**config.mk**
```make
export PLATFORM = sky130hd
export DESIGN_NAME = msg_sequencer
export DESIGN_NICKNAME = d
export VERILOG_FILES = /design/src/rtl/msg_sequencer.sv
export SDC_FILE = /design/constraint.sdc
export NUM_CORES = 1
export LEC_CHECK = 0
export CAP_MARGIN = 20
export CORE_MARGIN = 8
export CORE_UTILIZATION = 53
export CTS_CLUSTER_SIZE = 24
export DETAILED_ROUTE_END_ITERATION = 10
export MAX_ROUTING_LAYER = met4
export PLACE_DENSITY_LB_ADDON = 0.3
export SETUP_SLACK_MARGIN = 0.5
export SYNTH_ARGS = -nofsm -noshare
export SYNTH_HDL_FRONTEND = slang
export SYNTH_SLANG_ARGS = --single-unit
```
**constraint.sdc**
```tcl
create_clock -name clk -period 2.5 [get_ports clk]
set_input_delay 0.25 -clock clk [delete_from_list [all_inputs] [get_ports clk]]
set_output_delay 0.25 -clock clk [all_outputs]
set_load 0.02 [all_outputs]
```
**src/rtl/msg_sequencer.sv**
```systemverilog
// -----------------------------------------------------------------------------
// msg_sequencer
//
// Streams a fixed-length message out of a combinational character ROM to a
// valid/ready sink. One start request produces MSG_LEN characters, read from
// ROM addresses 0..MSG_LEN-1 in order, with GAP_CYCLES idle cycles between
// accepted characters and a one-cycle done pulse at the end. An abort drops
// the message at any point without a done pulse.
//
// Parameters
//   MSG_LEN     characters per message, 1..16
//   GAP_CYCLES  idle cycles between accepted characters, 0..255
//
// Ports
//   clk         rising-edge clock
//   rst_n       synchronous active-low reset
//   start       begin a message (honoured only when idle)
//   abort       drop the current message (honoured whenever busy)
//   rom_addr    ROM character address
//   rom_data    ROM character, valid in the same cycle as rom_addr
//   tx_data     character offered to the sink
//   tx_valid    tx_data is valid
//   tx_ready    sink accepts tx_data on a rising edge with tx_valid high
//   busy        a message is in progress
//   done        one-cycle pulse when a message completes normally
//   char_count  characters accepted since the last start
// -----------------------------------------------------------------------------
module msg_sequencer #(
  parameter int MSG_LEN    = 10,
  parameter int GAP_CYCLES = 2
) (
  input  logic       clk,
  input  logic       rst_n,
  input  logic       start,
  input  logic       abort,
  output logic [3:0] rom_addr,
  input  logic [7:0] rom_data,
  output logic [7:0] tx_data,
  output logic       tx_valid,
  input  logic       tx_ready,
  output logic       busy,
  output logic       done,
  output logic [4:0] char_count
);

  localparam logic [3:0] LAST_ADDR = 4'(MSG_LEN - 1);
  localparam logic [7:0] GAP_LOAD  = 8'(GAP_CYCLES);
  localparam bit         HAS_GAP   = (GAP_CYCLES > 0);

  typedef enum logic [2:0] {
    IDLE,
    FETCH,
    SEND,
    GAP,
    DONE
  } state_t;

  state_t     state;
  state_t     state_next;
  logic [7:0] gap_cnt;
  logic       handshake;
  logic       last_char;

  // The visible status outputs are pure decodes of the state register, so
  // they are glitch-free and take their reset values directly from IDLE.
  assign tx_valid  = (state == SEND);
  assign busy      = (state != IDLE);
  assign done      = (state == DONE);

  assign handshake = tx_valid && tx_ready;
  assign last_char = (rom_addr == LAST_ADDR);

  // ---------------------------------------------------------------------------
  // Next-state logic
  // ---------------------------------------------------------------------------
  always_comb begin
    // NOTE: assign every always_comb output a default before any branch so no
    // path leaves it unassigned; otherwise synthesis infers a latch.
    state_next = state;

    unique case (state)
      IDLE: begin
        if (start) state_next = FETCH;
      end

      FETCH: begin
        state_next = SEND;
      end

      SEND: begin
        if (handshake) begin
          if (last_char)    state_next = DONE;
          else if (HAS_GAP) state_next = GAP;
          else              state_next = FETCH;
        end
      end

      GAP: begin
        // gap_cnt was loaded with GAP_CYCLES on entry; the cycle in which it
        // reads 1 is the last gap cycle.
        if (gap_cnt <= 8'd1) state_next = FETCH;
      end

      DONE: begin
        state_next = IDLE;
      end

      default: begin
        state_next = IDLE;
      end
    endcase

    // Abort overrides every other transition once a message is running.
    if (abort && (state != IDLE)) state_next = IDLE;
  end

  // ---------------------------------------------------------------------------
  // State register and datapath
  // ---------------------------------------------------------------------------
  // NOTE: clocked state uses non-blocking assignments so every register
  // samples the pre-edge values of the others, independent of statement order.
  always_ff @(posedge clk) begin
    if (!rst_n) begin
      state      <= IDLE;
      rom_addr   <= '0;
      tx_data    <= '0;
      char_count <= '0;
      gap_cnt    <= '0;
    end else begin
      state <= state_next;

      unique case (state)
        IDLE: begin
          // char_count keeps the previous message's total until a new start.
          if (start) begin
            rom_addr   <= '0;
            char_count <= '0;
          end
        end

        FETCH: begin
          if (!abort) tx_data <= rom_data;
        end

        SEND: begin
          // An accepted character is counted even in an abort cycle: the
          // sink has already taken it.
          if (handshake) char_count <= char_count + 5'd1;

          // Address advance stops at the last character, so rom_addr never
          // leaves 0..MSG_LEN-1.
          if (handshake && !abort && !last_char) begin
            rom_addr <= rom_addr + 4'd1;
            if (HAS_GAP) gap_cnt <= GAP_LOAD;
          end
        end

        GAP: begin
          if (abort)                gap_cnt <= '0;
          else if (gap_cnt != 8'd0) gap_cnt <= gap_cnt - 8'd1;
        end

        DONE: begin
        end

        default: begin
        end
      endcase
    end
  end

endmodule

```
# ---- Yosys cells after proc, flatten, opt, wreduce, memory -nomap -nowiden
# Index checks and enable logic that the tools add are counted.
dict set report totals {
  rom_bits 0
  elab_cells 53
  latchBits 0
  out_inout_bits 20
  n_memories 0
  ramBits 0
  register_bits 28
}
dict set report op_classes {
  n_reduce_logical 17
  addsub 3
  order_cmp 1
  muxes 15
  n_shift 0
  n_div 0
  mul 0
  bitwise_logic 2
  n_eq_ne 10
}
# operator count
set ops {}
lappend ops {{2-to-1 mux 8 bit} 3}
lappend ops {{case mux 8 bit (2 select lines)} 1}
lappend ops {{2-to-1 mux 3 bit} 4}
lappend ops {{case mux 3 bit (4 select lines)} 1}
lappend ops {{AND reduction 3 bit} 4}
lappend ops {{2-to-1 mux 5 bit} 2}
lappend ops {{case mux 5 bit (2 select lines)} 1}
lappend ops {{less-or-equal comparator 8 x 1 -> 1 bit, second input constant} 1}
lappend ops {{2-to-1 mux 4 bit} 2}
lappend ops {{case mux 4 bit (2 select lines)} 1}
lappend ops {{nonzero test 8 bit} 1}
lappend ops {{subtractor 8 x 1 -> 8 bit, second input constant} 1}
lappend ops {{== test 3 x 2 -> 1 bit, second input constant} 2}
lappend ops {{adder 5 x 1 -> 5 bit, second input constant} 1}
lappend ops {{adder 4 x 1 -> 4 bit, second input constant} 1}
lappend ops {{== test 4 bit, second input constant} 1}
lappend ops {{logical AND 1 bit} 4}
lappend ops {{inequality test 2 x 1 -> 1 bit, second input constant} 2}
lappend ops {{inequality test 2 bit, second input constant} 2}
lappend ops {{nonzero test 2 bit} 2}
lappend ops {{== test 3 x 1 -> 1 bit, second input constant} 1}
lappend ops {{== test 3 bit, second input constant} 1}
lappend ops {{zero test 3 bit} 1}
lappend ops {{inequality test 3 bit, second input constant} 1}
lappend ops {{other kinds (5)} 7}

# ---- Longest topological paths before layout
dict set report depth {
  ltp_word 6
  ltp_mapped 6
}

# ---- Least setup slack after synthesis
# No wires, ideal clock.
dict set report synth_path {
  kind {reg2reg}
  startpoint {register rom_addr[1]}
  endpoint {register rom_addr[3]}
  path_slack_ns 0.818
  t_arrival_ns 1.611
  required_ns 2.429
  path_stages_with_launch 7
  n_path_buf 0
  path_cell_list {dfxtp_1 -> inv_1 -> ha_1 -> nand3b_2 -> a32oi_2 -> or4_1 -> a21oi_1}
}
dict set report synth_between {
  elab_chain_cells 5
}
# item line
set synth_lines {}
lappend synth_lines {{start, declared} 36} ;# output logic [3:0] rom_addr,
lappend synth_lines {{start signal, assigned} 153} ;# rom_addr <= rom_addr + 4'd1;
lappend synth_lines {{parallel branches: the longest is 5 deep, another holds adder 4 x 1 -> 4 bit} n/a}
# Several ways; the timed one is not identified. The select of a mux whose other input is x is not followed.
# A chain may end at the register's enable or synchronous reset.

# ---- Final worst setup path
dict set report layout_path {
  startpoint {register state[2]}
  endpoint {output port busy}
}
dict set report layout_between {
  elab_chain_cells 1
}
# item line
set layout_lines {}
lappend layout_lines {{start, declared} 58} ;# state_t state;
lappend layout_lines {{start signal, assigned} 130} ;# state <= state_next;
lappend layout_lines {{nonzero test 3 bit} 67} ;# assign busy = (state != IDLE);
lappend layout_lines {{end, declared} 41} ;# output logic busy,
# Every way passes these cells.

==> flow_summary.json <==
{
  "synthFlopType": "dfxtp_1",
  "syn-num-nets": 197,
  "syn_avg_cell_area_um2": 8.32,
  "fin_area_mm2": 0.00188,
  "fin_crit_sh": 0.726,
  "wirelength_mm": 3.76,
  "placed_cell_area_mm2": 0.00181,
  "synth_compound_area_frac": 0.186,
  "syn_to_final_growth_pct": 26.3,
  "htree_levels": 1,
  "grt_setup_unrepaired": "no",
  "dr.pass1.iters": 4,
  "synth_xor_area_frac": 0.0235,
  "ys_ff_latch": 28,
  "crit_fanout": 8,
  "ys_seq_area_frac": 0.376,
  "io_pins": 33,
  "grt-ovfl-total": 0,
  "async_flop_share": 0,
  "cts-buffers-inserted": 3,
  "die_h_um": 69,
  "fin_util": 0.694,
  "powerDensity_mw_per_mm2": 525,
  "grt_pass1_vias": 1314,
  "first_iter_violations": 65,
  "status": "finished clean",
  "synth_cells": 179,
  "grt_usage": 0.153,
  "hpwl_mm": 2.82,
  "p_leak_nw": 0.717,
  "num_antenna_cells": 0,
  "clk_latency_ns": 0.34,
  "drv_slew": 0,
  "yosys.area_share.simple": 0.316,
  "synthAdderAreaFrac": 0.0420,
  "n_fill_cell": 221,
  "fmaxAchievable_mhz": 551,
  "dp_cells": 236,
  "peakVddDrop_uv": 347,
  "timing.slew.headroom": 0.615,
  "power.total_w": 0.000988,
  "ys_top_cells_by_area": "dfxtp_1 38%, nand2_1 6.8%, a21oi_1 4.7%",
  "finClkSkew_ns": 0.00916,
  "initial_core_util": 0.549,
  "multi_input_area_um2": 862,
  "synth_edf_count": 0,
  "cts-root-buf": "clkbuf_4",
  "grt_max_degree": 17,
  "tns_ns": 0,
  "hold_viol": 0,
  "synth_warnings": 0,
  "synth_top_family_by_area": "simple AND/OR/NAND/NOR gates",
  "clock-sinks": 28,
  "final-setup-viol-count": 0,
  "cts_tree": "built",
  "critical_path_class": "flop to primary output",
  "synth_top_cell_area_share": 0.376,
  "drc": 0,
  "drive_gt1_frac": 0.0861,
  "syn-cell-area_mm2": 0.00149,
  "min_period_ns": 1.82,
  "fin_cells": 240,
  "core_area_mm2": 0.00271,
  "antenna_left": 0,
  "clk_pin_slew_ns": 0.16,
  "gp_congestion": 0.935,
  "final-seq-area_um2": 564,
  "synthMuxAreaShare": 0.00672,
  "finalNetCount": 228,
  "via_per_inst": 5.76,
  "cts.path.max_buffers": 2,
  "grt_pass1_wl_mm": 6.18,
  "cap_violations": 0,
  "dieArea_mm2": 0.00476,
  "fp.dieW_um": 69,
  "antenna_found_initial": 0,
  "holdCritPathClass": "input port to flop",
  "worst_slew_pin_slew_ns": 0.561,
  "num_rows": 19,
  "crit_arrival_ns": 1.57,
  "wl_per_cell_um": 15.7,
  "critPathCaptureType": "primary output",
  "dr_total_vias": 1383,
  "startpoint_type": "flop",
  "synth_cell_type_count": 47,
  "io_buffer_count": 32,
  "yosysTopAreaCell": "dfxtp_1",
  "critPathRequiredTime_ns": 2.25
}
## state kept, by name, indices dropped and copies added (netlist names)
name	count
char_count	5
state	3
rom_addr	4
gap_cnt	8
tx_data	8
## path summary, 6_finish.rpt
kind	startpoint	to	slack, ns	cells after the start
worst max-delay path	state[2]$_SDFFE_PP0P_	busy	0.68	3
worst min-delay path	rom_data[6]	tx_data[6]$_SDFFE_PN0P_	0.44	3
worst min register to register	tx_data[0]$_SDFFE_PN0P_	tx_data[0]$_SDFFE_PN0P_	0.47	2
worst max register to register	gap_cnt[0]$_SDFFE_PN0P_	gap_cnt[0]$_SDFFE_PN0P_	0.71	6
## placed cells by master (no fill, tap or decap), types with 2 or more instances in the layout
cell / instances
nor3b_1: 4
nand2_1: 27
clkbuf_4: 3
nand4b_1: 2
o211a_1: 2
o21ai_0: 8
dfxtp_1: 25
inv_1: 8
xnor2_1: 4
clkdlybuf4s50_1: 30
a21oi_1: 14
or3_1: 3
a211oi_1: 2
nor3_2: 2
dfxtp_2: 3
o211ai_1: 5
nand3_1: 9
nor2b_1: 3
ha_1: 5
dlymetal6s2s_1: 2
nor3_1: 6
nor2_1: 13
nand3b_1: 2
## through the flow
| step | worst slack [ns] | hold slack [ns] |
|---|---|---|
| 2_1_floorplan | 0.818 | 0.385 |
| 3_3_place_gp | 0.628 | 0.441 |
| 3_5_place_dp | 0.557 | 0.446 |
| 4_1_cts | 0.441 | 0.440 |
| 5_1_grt | 0.564 | 0.444 |
| 6_report | 0.684 | 0.438 |
## where the power goes
group          switching (W)  total [W]  internal [W]
sequential         0.0000219   0.000486      0.000464
clock               0.000143   0.000306      0.000162
combinational       0.000106   0.000197     0.0000906
## synth_stat cells, drive strengths merged (2+ instances only)
master	number
nand4b	2
ha	5
clkbuf	3
xnor2	4
dfxtp	28
nand3b	3
a21oi	14
inv	8
o211ai	5
o21ai	8
nor3	8
o211a	2
a41oi	2
nand2	27
buf	4
nor4	2
nor2b	4
or3	4
nand3	9
nor3b	4
a211oi	2
nor2	14
## per-layer routing
metal | routed length [um] | track usage | vias up
met5 | 0 | - | -
met4 | 46 | 0.0524 | 0
met3 | 172 | 0.0286 | 6
met2 | 1820 | 0.250 | 49
met1 | 1730 | 0.184 | 627
li1 | - | - | 701
## repair_timing
action,in CTS,in global routing
gates cloned,0,0
setup endpoints to repair,2,3
hold buffers,0,0
setup buffers,0,0
resized for setup,2,5
## cells by family (layout without fill, tap and decap cells)
| family | Yosys count | count (layout) |
|---|---|---|
| flops | 28 | 28 |
| buf+inv | 15 | 45 |
| mux | 1 | 1 |
| simple gates | 86 | 86 |
| fa+ha+maj | 5 | 5 |
| compound gates | 40 | 40 |
| xor+xnor | 4 | 4 |
## area by class of cell
type | instances | share of cell area
Tap cell | 31 | 0.0206
Timing Repair Buffer | 33 | 0.177
Sequential cell | 28 | 0.300
Multi-Input combinational cell | 136 | 0.458
Inverter | 8 | 0.0160
Clock inverter | 1 | 0.0160
Clock buffer | 3 | 0.0120
## worst max-delay path, cell delays in order (launching register included)
cell and delay, ns:
dfxtp_2 0.40, nor3_2 0.23, inv_1 0.06, clkdlybuf4s50_1 0.55
Power figures use the tool's default switching activity.
